**src/rtl/delta_encoder.sv**
```systemverilog
// ---------------------------------------------------------------------------
// delta_encoder
//
// Purpose: iterative re-encoder that turns an OUT_W-bit unsigned value into
// a (mantissa, delta) pair with value ~= out_mant << out_shift. The value is
// shifted right one bit per clock until it fits in BIN_W bits. The result
// uses the smallest shift that fits. The discarded low bits are reported
// through out_inexact. Values that still do not fit after MAX_SHIFT shifts
// saturate to an all-ones mantissa with out_overflow set. Only one operand
// is in flight at a time.
//
// Optional feature: define DELTA_ENCODER_ROUND_EN to round half up at the
// fit step instead of truncating. Without the macro the encoder truncates.
//
// Ports:
//   clock        in   rising-edge clock
//   reset_n      in   asynchronous active-low reset
//   in_valid     in   in_val is valid
//   in_ready     out  encoder idle, can accept an operand
//   in_val       in   [OUT_W-1:0] unsigned value to encode
//   out_valid    out  encoded result valid
//   out_ready    in   consumer accepts result
//   out_mant     out  [BIN_W-1:0] mantissa
//   out_shift    out  [DELTA_W-1:0] left-shift amount
//   out_inexact  out  nonzero bits were discarded
//   out_overflow out  value not representable, result saturated
// ---------------------------------------------------------------------------
module delta_encoder #(
    parameter int BIN_W   = 8,
    parameter int DELTA_W = 3,
    parameter int OUT_W   = 16
) (
    input  logic               clock,
    input  logic               reset_n,
    input  logic               in_valid,
    output logic               in_ready,
    input  logic [OUT_W-1:0]   in_val,
    output logic               out_valid,
    input  logic               out_ready,
    output logic [BIN_W-1:0]   out_mant,
    output logic [DELTA_W-1:0] out_shift,
    output logic               out_inexact,
    output logic               out_overflow
);

    localparam logic [DELTA_W-1:0] MAX_SHIFT = '1;
    localparam logic [BIN_W-1:0]   MANT_ONES = '1;
    localparam logic [BIN_W-1:0]   MANT_HALF = {1'b1, {(BIN_W-1){1'b0}}};

    typedef enum logic [1:0] {
        IDLE  = 2'd0,
        SHIFT = 2'd1,
        DONE  = 2'd2
    } state_t;

    // Round half up: the extra top bit is the carry out of the mantissa.
    function automatic logic [BIN_W:0] round_half_up(input logic [BIN_W-1:0] mant,
                                                     input logic             guard);
        return {1'b0, mant} + {{BIN_W{1'b0}}, guard};
    endfunction

    // Saturated result used whenever the value cannot be represented.
    function automatic logic [BIN_W-1:0] sat_mant();
        return MANT_ONES;
    endfunction

    state_t               state_q, state_d;
    logic [OUT_W-1:0]     work_q, work_d;
    logic [DELTA_W-1:0]   count_q, count_d;
    logic                 sticky_q, sticky_d;
    logic                 guard_q, guard_d;
    logic [BIN_W-1:0]     mant_q, mant_d;
    logic [DELTA_W-1:0]   shift_q, shift_d;
    logic                 inexact_q, inexact_d;
    logic                 overflow_q, overflow_d;
    logic                 fit;
`ifdef DELTA_ENCODER_ROUND_EN
    logic [BIN_W:0]       rnd_sum;
`endif

    // The value fits once nothing remains above the mantissa field.
    assign fit = (work_q[OUT_W-1:BIN_W] == '0);

    always_comb begin
        state_d    = state_q;
        work_d     = work_q;
        count_d    = count_q;
        sticky_d   = sticky_q;
        guard_d    = guard_q;
        mant_d     = mant_q;
        shift_d    = shift_q;
        inexact_d  = inexact_q;
        overflow_d = overflow_q;
`ifdef DELTA_ENCODER_ROUND_EN
        rnd_sum    = '0;
`endif
        unique case (state_q)
            IDLE: begin
                if (in_valid) begin
                    work_d   = in_val;
                    count_d  = '0;
                    sticky_d = 1'b0;
                    guard_d  = 1'b0;
                    state_d  = SHIFT;
                end
            end
            SHIFT: begin
                if (fit) begin
                    // sticky holds every discarded bit except the last one,
                    // which sits in guard.
                    inexact_d  = sticky_q | guard_q;
                    overflow_d = 1'b0;
                    shift_d    = count_q;
`ifdef DELTA_ENCODER_ROUND_EN
                    rnd_sum = round_half_up(work_q[BIN_W-1:0], guard_q);
                    if (!rnd_sum[BIN_W]) begin
                        mant_d = rnd_sum[BIN_W-1:0];
                    end else if (count_q != MAX_SHIFT) begin
                        // Carry out means the mantissa became 2^BIN_W,
                        // which re-encodes as half scale at one more shift.
                        mant_d  = MANT_HALF;
                        shift_d = count_q + DELTA_W'(1);
                    end else begin
                        mant_d     = sat_mant();
                        shift_d    = MAX_SHIFT;
                        overflow_d = 1'b1;
                    end
`else
                    mant_d = work_q[BIN_W-1:0];
`endif
                    state_d = DONE;
                end else if (count_q == MAX_SHIFT) begin
                    mant_d     = sat_mant();
                    shift_d    = MAX_SHIFT;
                    inexact_d  = 1'b1;
                    overflow_d = 1'b1;
                    state_d    = DONE;
                end else begin
                    sticky_d = sticky_q | guard_q;
                    guard_d  = work_q[0];
                    work_d   = work_q >> 1;
                    count_d  = count_q + DELTA_W'(1);
                end
            end
            DONE: begin
                if (out_ready) begin
                    state_d = IDLE;
                end
            end
            default: begin
                state_d = IDLE;
            end
        endcase
    end

    always_ff @(posedge clock or negedge reset_n) begin
        if (!reset_n) begin
            state_q    <= IDLE;
            work_q     <= '0;
            count_q    <= '0;
            sticky_q   <= 1'b0;
            guard_q    <= 1'b0;
            mant_q     <= '0;
            shift_q    <= '0;
            inexact_q  <= 1'b0;
            overflow_q <= 1'b0;
        end else begin
            state_q    <= state_d;
            work_q     <= work_d;
            count_q    <= count_d;
            sticky_q   <= sticky_d;
            guard_q    <= guard_d;
            mant_q     <= mant_d;
            shift_q    <= shift_d;
            inexact_q  <= inexact_d;
            overflow_q <= overflow_d;
        end
    end

    assign in_ready     = (state_q == IDLE);
    assign out_valid    = (state_q == DONE);
    assign out_mant     = mant_q;
    assign out_shift    = shift_q;
    assign out_inexact  = inexact_q;
    assign out_overflow = overflow_q;

endmodule

```
**config.mk**
```make
export PLATFORM = sky130hd
export DESIGN_NAME = delta_encoder
export DESIGN_NICKNAME = d
export VERILOG_FILES = /design/src/rtl/delta_encoder.sv
export SDC_FILE = /design/constraint.sdc
export NUM_CORES = 1
export LEC_CHECK = 0
export ABC_CLOCK_PERIOD_IN_PS = 2100
export CORE_MARGIN = 3
export CORE_UTILIZATION = 51
export CTS_CLUSTER_SIZE = 20
export DETAILED_ROUTE_END_ITERATION = 12
export PLACE_DENSITY = 0.78
export SETUP_SLACK_MARGIN = 0.4
export SYNTH_ARGS = -nofsm -noshare
export SYNTH_HDL_FRONTEND = slang
export SYNTH_SLANG_ARGS = --single-unit
```
**constraint.sdc**
```tcl
create_clock -name clock -period 2.1 [get_ports clock]
set_clock_uncertainty 0.05 [all_clocks]
set_input_delay 0.42 -clock clock [delete_from_list [all_inputs] [get_ports clock]]
set_output_delay 0.42 -clock clock [all_outputs]
set_load 0.01 [all_outputs]
```
* Word-level counts from Yosys, hierarchy flattened
Index checks and enable logic that the tools add are counted.
** Storage, ports and cells
- Word-level logic and storage cells :: 53
- Output and inout port bits :: 15
- Register bits after elaboration :: 36
- Input bits :: 20
** Operators by class
- Bitwise gates (word level) :: 1
- Mux-type cells :: 27
- Reductions and logical operators :: 7
- Add/subtract/negate cells :: 1
- Equality and inequality tests :: 8
** Operators with widths (count)
- 2-to-1 mux 16 bit :: 3
- case mux 16 bit (2 select lines) :: 1
- 2-to-1 mux 8 bit :: 2
- 2-to-1 mux 3 bit :: 5
- logical NOT 8 bit :: 1
- 2-to-1 mux 1 bit :: 8
- 2-to-1 mux 2 bit :: 4
- != test 2 bit (second input constant) :: 3
- case mux 2 bit (3 select lines) :: 1
- case mux 3 bit (2 select lines) :: 1
- case mux 1 bit (2 select lines) :: 2
- AND reduction 4 bit :: 1
- nonzero test 2 bit :: 2
- adder 3 x 1 -> 3 bit (second input constant) :: 1
- equality test 3 bit (second input constant) :: 1
- != test 3 bit (second input constant) :: 1
- AND reduction 3 bit :: 1
- equality test 2 x 1 -> 1 bit (second input constant) :: 1
- equality test 2 bit (second input constant) :: 1
- logical NOT 2 bit :: 1
- != test 2 x 1 -> 1 bit (second input constant) :: 1
- AND reduction 2 bit :: 1
- bitwise OR 1 bit :: 1

* Logic depth before layout (Yosys ltp)
Gate-level depths: netlist of run 1.
- Word-level depth :: 4
- Depth in mapped cells :: 7
- Mapped depth without buffers :: 5

* Worst setup path before layout of run 1
Ideal clock, no wire load.
- Path kind :: reg-to-reg
- From :: register count_q[0]
- To :: register work_q[10]
- Setup slack :: 0.455 ns
- Period minus slack after synthesis :: 1.645 ns
- Data required time :: 1.956 ns
- Arrival time :: 1.501 ns
- Stages on the path, launching flop included :: 7
- Library setup time :: 0.094 ns
- Buffers on the path :: 1
- Cells stage by stage :: dfrtp_1 > ha_1 > ha_1 > nor3b_1 > o21ai_2 > buf_4 > a211oi_1
** On the way
- Longest elaborated chain between the ends :: 3
** RTL lines
- start: declaration :: RTL line 69 : logic [DELTA_W-1:0] count_q, count_d;
- start signal: assignment :: RTL line 170 : count_q <= count_d;
- equality test 3 bit :: RTL line 132 : end else if (count_q == MAX_SHIFT) begin
- != test 2 bit (no source line)
- AND reduction 4 bit (no source line)
- end signal: assignment :: RTL line 169 : work_q <= work_d;
- end: declaration :: RTL line 68 : logic [OUT_W-1:0] work_q, work_d;
Every way passes these cells.
A chain may end at the register's enable or synchronous reset.

* Final worst setup path of run 1
- From :: register work_q[13]
- To :: register count_q[1]
** On the way
- Longest elaborated chain between the ends :: 3
** RTL lines
- logical NOT 8 bit :: RTL line 82 : assign fit = (work_q[OUT_W-1:BIN_W] == '0);
- != test 2 bit (no source line)
- AND reduction 4 bit (no source line)
Every way passes these cells.

==> flow_metrics.env, run 1 <==
export IMPL_layout_cells_non_filler=283
export IMPL_insertion_delay_ps=300
export IMPL_place_area_sq_um=2260
export IMPL_power_frac_comb_pct=54.3
export IMPL_fin_total_pwr_mw=4.34
export IMPL_dieArea_sq_um=4430
export IMPL_drive_gt1_share_pct=34.2
export IMPL_grt_max_degree=37
export IMPL_maxCapViolations=0
export IMPL_finalSetupViolCount=0
export IMPL_p_switching_mw=1.87
export IMPL_core_area_sq_um=3440
export IMPL_synth_seq_area_share_pct=48.2
export IMPL_timing_slew_headroom_pct=69.5
export IMPL_ys_warnings_count=0
export IMPL_drc=0
export IMPL_die_h_um=66.6
export IMPL_fin_crit_sh_pct=86.7
export IMPL_period_needed_ps=1820
export IMPL_num_nets_final=258
export IMPL_ctsHoldBuffers=0
export IMPL_drt_wirelength_per_cell_um=21.0
export IMPL_gp_congestion=0.849
export IMPL_vias=1834
export IMPL_clk_path_buf_depth=2
export IMPL_pwr_density_cell_nw_per_um2=1560
export IMPL_sw_frac_of_total_pct=43.1
export IMPL_htree_levels=2
export IMPL_syn_mean_instance_area_sq_um=10.2
export IMPL_overflow=0
export IMPL_ir_worst_vdd_v=0.000963
export IMPL_cts_buffers=5
export IMPL_critPathLaunchType="flip-flop"
export IMPL_end_kind="flip-flop"
export IMPL_seq_power_share_pct=31.4
export IMPL_maxUsedRoutingLayer="met4"
export IMPL_wl_met2_um=3050
export IMPL_final_area_sq_um=2780
export IMPL_clockPowerShare_pct=14.3
export IMPL_ys_types=29
export IMPL_initial_core_util_pct=54.3
export IMPL_mostFrequentLayoutCells="nor2_1, dfrtp_1, buf_4"
export IMPL_rsz0062_at_grt="true"
export IMPL_p_leak_nw=1.20
export IMPL_grt_pass1_wl_um=8440
export IMPL_antenna_found_initial=0
export IMPL_tns_ps=0
export IMPL_path_class="flip-flop to flip-flop"
export IMPL_synthToLayoutAreaGrowth_pct=48.8
export IMPL_finish_utilization_pct=80.9
export IMPL_layout_commonest_cell="nor2_1"
export IMPL_fp_dieW_um=66.6
export IMPL_totalWireLength_um=5950
export IMPL_cts_clk_slew_worst_paths_ps=80
export IMPL_ant_nets=0
export IMPL_crit_required_ps=2260
export IMPL_num_rows=21
export IMPL_cp_data_arrival_time_ps=1980
export IMPL_slew_viol_final=0
export IMPL_pre_cts_slack_ps=54.4
export IMPL_portBuffers=34
export IMPL_intPower_mw=2.47
export IMPL_wl_met3_um=336
export IMPL_first_pass_iters=4
export IMPL_fmax_mhz=549
export IMPL_drt_met1_wl_um=2390
export IMPL_cts_num_sinks=36
export IMPL_post_dp_hpwl_um=3230
export IMPL_io_pin_count=35
export IMPL_tritoncts="built"
export IMPL_antenna_cells=0
export IMPL_status="completed"
export IMPL_hold_viol=0
export IMPL_placedCellCount=259
export IMPL_drt_iter0_markers=150
export IMPL_grt_usage_pct=25.7
export IMPL_syn_num_nets=205
export IMPL_root_buffer="clkbuf_8"
export IMPL_whs_ps=459
export IMPL_vias_per_cell=6.48
export IMPL_syn_inst=183
export IMPL_worst_slew_pin_slew_ps=457
export IMPL_grt_pass1_vias=1732
export IMPL_worst_slack_ps=279
export IMPL_crit_fanout=5
export IMPL_syn_area_sq_um=1870
export IMPL_hold_path_class="flip-flop to flip-flop"
export IMPL_ys_seq_elements=36
[path summary, 6_finish.rpt]
path / from / to / slack, ps / depth (start not counted)
hold / removal: out_overflow / out_overflow / 460 / 2
setup reg to reg: work_q[13] / count_q[1] / 280 / 4
min in group asynchronous: reset_n / out_overflow / 480 / 2
setup / recovery: work_q[13] / count_q[1] / 280 / 4
max in group asynchronous: reset_n / work_q[12] / 1150 / 2
hold reg to reg: out_overflow / out_overflow / 460 / 2
[worst max-delay path: stages (launching register included)]
cell	delay [ps]
dfrtp_2	460
or4_4	610
o21ai_4	200
buf_6	160
mux2i_1	250
[area by class of cell]
class | instances | area [sq um]
Tap cell | 46 | 57.6
Clock inverter | 3 | 42.5
Fill cell | 201 | 658
Inverter | 4 | 15.0
Sequential cell | 36 | 910
Clock buffer | 5 | 68.8
Timing Repair Buffer | 59 | 562
Multi-Input combinational cell | 130 | 1130
[sequential cells by signal (all words and copies together) (netlist names)]
| signal | cells |
|---|---|
| sticky_q | 1 |
| out_mant | 8 |
| work_q | 16 |
| state_q | 2 |
| count_q | 3 |
| guard_q | 1 |
| out_inexact | 1 |
| out_shift | 3 |
| out_overflow | 1 |
[metal layers]
metal  vias to the layer above  GRT usage [%]
met3                        17           4.72
met1                       935           32.3
met5                         -              0
met2                        81           42.2
li1                        801              -
met4                         0           12.4
[logic make-up (layout without fill, tap and decap cells)]
| family | Yosys count | after routing | synth area share [%] |
|---|---|---|---|
| AND/OR/NAND/NOR | 63 | 64 | 17.5 |
| AO/OA/AOI/OAI | 60 | 60 | 25.6 |
| flip-flops | 36 | 36 | 48.2 |
| buffers and inverters | 18 | 71 | 5.28 |
| multiplexers | 4 | 4 | 2.14 |
| adder cells (fa/ha/maj) | 2 | 2 | 1.34 |
[synth_stat cells, drive strengths merged]
cell / count / area share (%)
nor2: 45 / 9.0
dfrtp: 36 / 48
a211oi: 18 / 7.2
a2111oi: 15 / 7.0
o21ai: 12 / 3.4
o221a: 10 / 6.0
buf: 9 / 3.5
nand2: 6 / 1.2
clkbuf: 5 / 1.0
inv: 4 / 0.80
mux2i: 4 / 2.1
a21oi: 2 / 0.54
ha: 2 / 1.3
nor2b: 2 / 0.67
nor3b: 2 / 1.1
nor4: 2 / 2.3
or4: 2 / 1.2
a22o: 1 / 0.47
a311oi: 1 / 0.47
nand2b: 1 / 0.33
nand3: 1 / 0.94
nor3: 1 / 0.27
o2bb2ai: 1 / 0.47
or3b: 1 / 0.47
[repair_timing]
| action | in CTS | in global routing |
|---|---|---|
| pin swaps | 5 | 2 |
| setup endpoints to repair | 30 | 41 |
| resized for setup | 22 | 64 |
| setup buffers | 9 | 6 |
| cloned | 1 | 0 |
[power by group through the flow]
| stage | Clock, mW | Sequential, mW | Combinational, mW |
|---|---|---|---|
| after floorplan | 0 | 1.24 | 1.08 |
| after global placement | 0 | 1.27 | 1.49 |
| after detailed placement | 0 | 1.29 | 1.56 |
| after CTS | 0.616 | 1.30 | 1.77 |
| after global routing | 0.649 | 1.39 | 2.53 |
| final | 0.621 | 1.36 | 2.36 |
Note: power is estimated with default switching activity, not from simulation.
==> run 2: changes to the inputs <==
- CORE_UTILIZATION: 51 -> 25
- PLACE_DENSITY: 0.78 -> unset
- SKIP_CTS_REPAIR_TIMING: unset -> 1
==> flow_metrics.env, run 2 (synthesis gave the netlist of run 1 again) <==
export IMPL_cp_data_arrival_time_ps=1910
export IMPL_grt_pass1_wl_um=8110
export IMPL_overflow=0
export IMPL_crit_fanout=29
export IMPL_maxCapViolations=0
export IMPL_crit_path_start="count_q[0]"
export IMPL_hold_path_class="flip-flop to flip-flop"
export IMPL_ir_worst_vdd_v=0.000581
export IMPL_hold_path_startpoint="out_overflow"
export IMPL_critPathLaunchType="flip-flop"
export IMPL_path_class="flip-flop to flip-flop"
export IMPL_num_rows=30
export IMPL_slew_viol_final=0
export IMPL_drc=0
export IMPL_tns_ps=0
export IMPL_grt_pass1_vias=1555
export IMPL_cts_buffers=5
export IMPL_drt_iter0_markers=171
export IMPL_vias_per_cell=4.92
export IMPL_initial_core_util_pct=26.6
export IMPL_fp_dieW_um=92.5
export IMPL_dieArea_sq_um=8560
export IMPL_post_dp_hpwl_um=3390
export IMPL_end_kind="flip-flop"
export IMPL_rsz0062_at_grt="true"
export IMPL_intPower_mw=2.28
export IMPL_critPathTopFamily="compound AO/OA/AOI/OAI gates"
export IMPL_hold_viol=0
export IMPL_fin_crit_sh_pct=86.0
export IMPL_whs_ps=440
export IMPL_synthToLayoutAreaGrowth_pct=42.7
export IMPL_clockPowerShare_pct=16.2
export IMPL_crit_required_ps=2210
export IMPL_drt_wirelength_per_cell_um=15.3
export IMPL_p_switching_mw=1.52
export IMPL_worst_slew_pin_slew_ps=717
export IMPL_grt_usage_pct=12.0
export IMPL_htree_levels=2
export IMPL_period_needed_ps=1810
export IMPL_status="completed"
export IMPL_drive_gt1_share_pct=23.8
export IMPL_grt_max_degree=37
export IMPL_slowest_stage="a2111oi_1"
export IMPL_pre_cts_slack_ps=145
export IMPL_portBuffers=34
export IMPL_sw_frac_of_total_pct=40.0
export IMPL_fillers=719
export IMPL_cp_slowest_stage_delay_ps=480
export IMPL_root_buffer="clkbuf_8"
export IMPL_totalWireLength_um=5060
export IMPL_io_pin_count=35
export IMPL_tritoncts="built"
export IMPL_cts_clk_slew_worst_paths_ps=80
export IMPL_clk_path_buf_depth=2
export IMPL_mostFrequentLayoutCells="nor2_1, dfrtp_1, buf_4"
export IMPL_fmax_mhz=554
export IMPL_p_leak_nw=1.25
export IMPL_finalSetupViolCount=0
export IMPL_worst_slack_ps=293
export IMPL_gp_congestion=0.777
export IMPL_regToRegSetupSlack_ps=290
export IMPL_insertion_delay_ps=290
export IMPL_crit_chain="ha_1 -> ha_2 -> buf_4 -> a2111oi_1 -> a211oi_2"
export IMPL_vias=1629
export IMPL_ant_nets=0
export IMPL_layout_commonest_cell="nor2_1"
export IMPL_crit_buf_inv=1
export IMPL_cts_num_sinks=36
export IMPL_antenna_cells=0
export IMPL_regMostFlops="work_q"
export IMPL_power_frac_comb_pct=50.4
export IMPL_seq_power_share_pct=33.5
export IMPL_rr_startpoint="count_q[0]"
export IMPL_die_h_um=92.5
export IMPL_core_area_sq_um=7020
export IMPL_largest_reg_flops=16
export IMPL_antenna_found_initial=0
export IMPL_first_pass_iters=4
export IMPL_timing_slew_headroom_pct=52.2
export IMPL_pwr_density_cell_nw_per_um2=1420
export IMPL_num_nets_final=256
## run 2: cell count changes in the layout (fill, tap and decap cells not counted), moves of 2 or more
cell	delta
dfrtp_2	-3
dfrtp_1	+3
a211oi_2	-5
buf_6	-2
a2111oi_2	-6
o21ai_1	+2
dlymetal6s2s_1	+6
a2111oi_4	-4
a2111oi_1	+3
a211oi_1	+5
a2111oi_0	+7
dlygate4sd2_1	-6
## run 2: path summary, 6_finish.rpt
| path | to | depth (start not counted) |
|---|---|---|
| max | work_q[6] | 5 |
| min | out_overflow | 2 |
| max reg2reg | work_q[6] | 5 |
| min reg2reg | out_overflow | 2 |
| max in group asynchronous | state_q[0] | 2 |
| min in group asynchronous | out_shift[0] | 2 |
## run 2: worst register-to-register path, cell delays in order (launching register included)
cell and delay, ps:
dfrtp_1 400, ha_1 210, ha_2 200, buf_4 240, a2111oi_1 490, a211oi_2 80
## run 2: per-layer routing
layer	global-route usage, %	wire length (um)	up-vias
li1	-	-	799
met1	16.3	2350	796
met2	18.8	2510	29
met3	3.25	161	5
met4	2.97	38	0
met5	0	0	-
## run 2: area by class of cell
| type | instances | area, sq um | area share [%] |
|---|---|---|---|
| Clock buffer | 5 | 68.8 | 2.58 |
| Clock inverter | 3 | 42.5 | 1.59 |
| Inverter | 4 | 15.0 | 0.563 |
| Multi-Input combinational cell | 129 | 947 | 35.5 |
| Sequential cell | 36 | 906 | 33.9 |
| Tap cell | 96 | 120 | 4.50 |
| Timing Repair Buffer | 58 | 569 | 21.3 |
## run 2: stage by stage
| step | instance area (sq um) | power (mW) | instances | util [%] |
|---|---|---|---|---|
| 4_1_cts | 2460 | 3.50 | 320 | 35.0 |
| 2_1_floorplan | 1870 | 2.32 | 183 | - |
| 5_1_grt | 2670 | 4.09 | 331 | 38.0 |
| 6_report | 2670 | 3.80 | 331 | 38.0 |
| 3_3_place_gp | 2340 | 2.83 | 312 | 33.4 |
| 3_5_place_dp | 2340 | 2.88 | 312 | 33.4 |
## run 2: power groups by stage
stage          Clock (mW)  Combinational (mW)  Sequential [mW]
2_1_floorplan           0                1.08             1.24
3_3_place_gp            0                1.56             1.27
3_5_place_dp            0                1.61             1.27
4_1_cts             0.629                1.61             1.26
5_1_grt             0.665                2.12             1.31
6_report            0.615                1.92             1.27
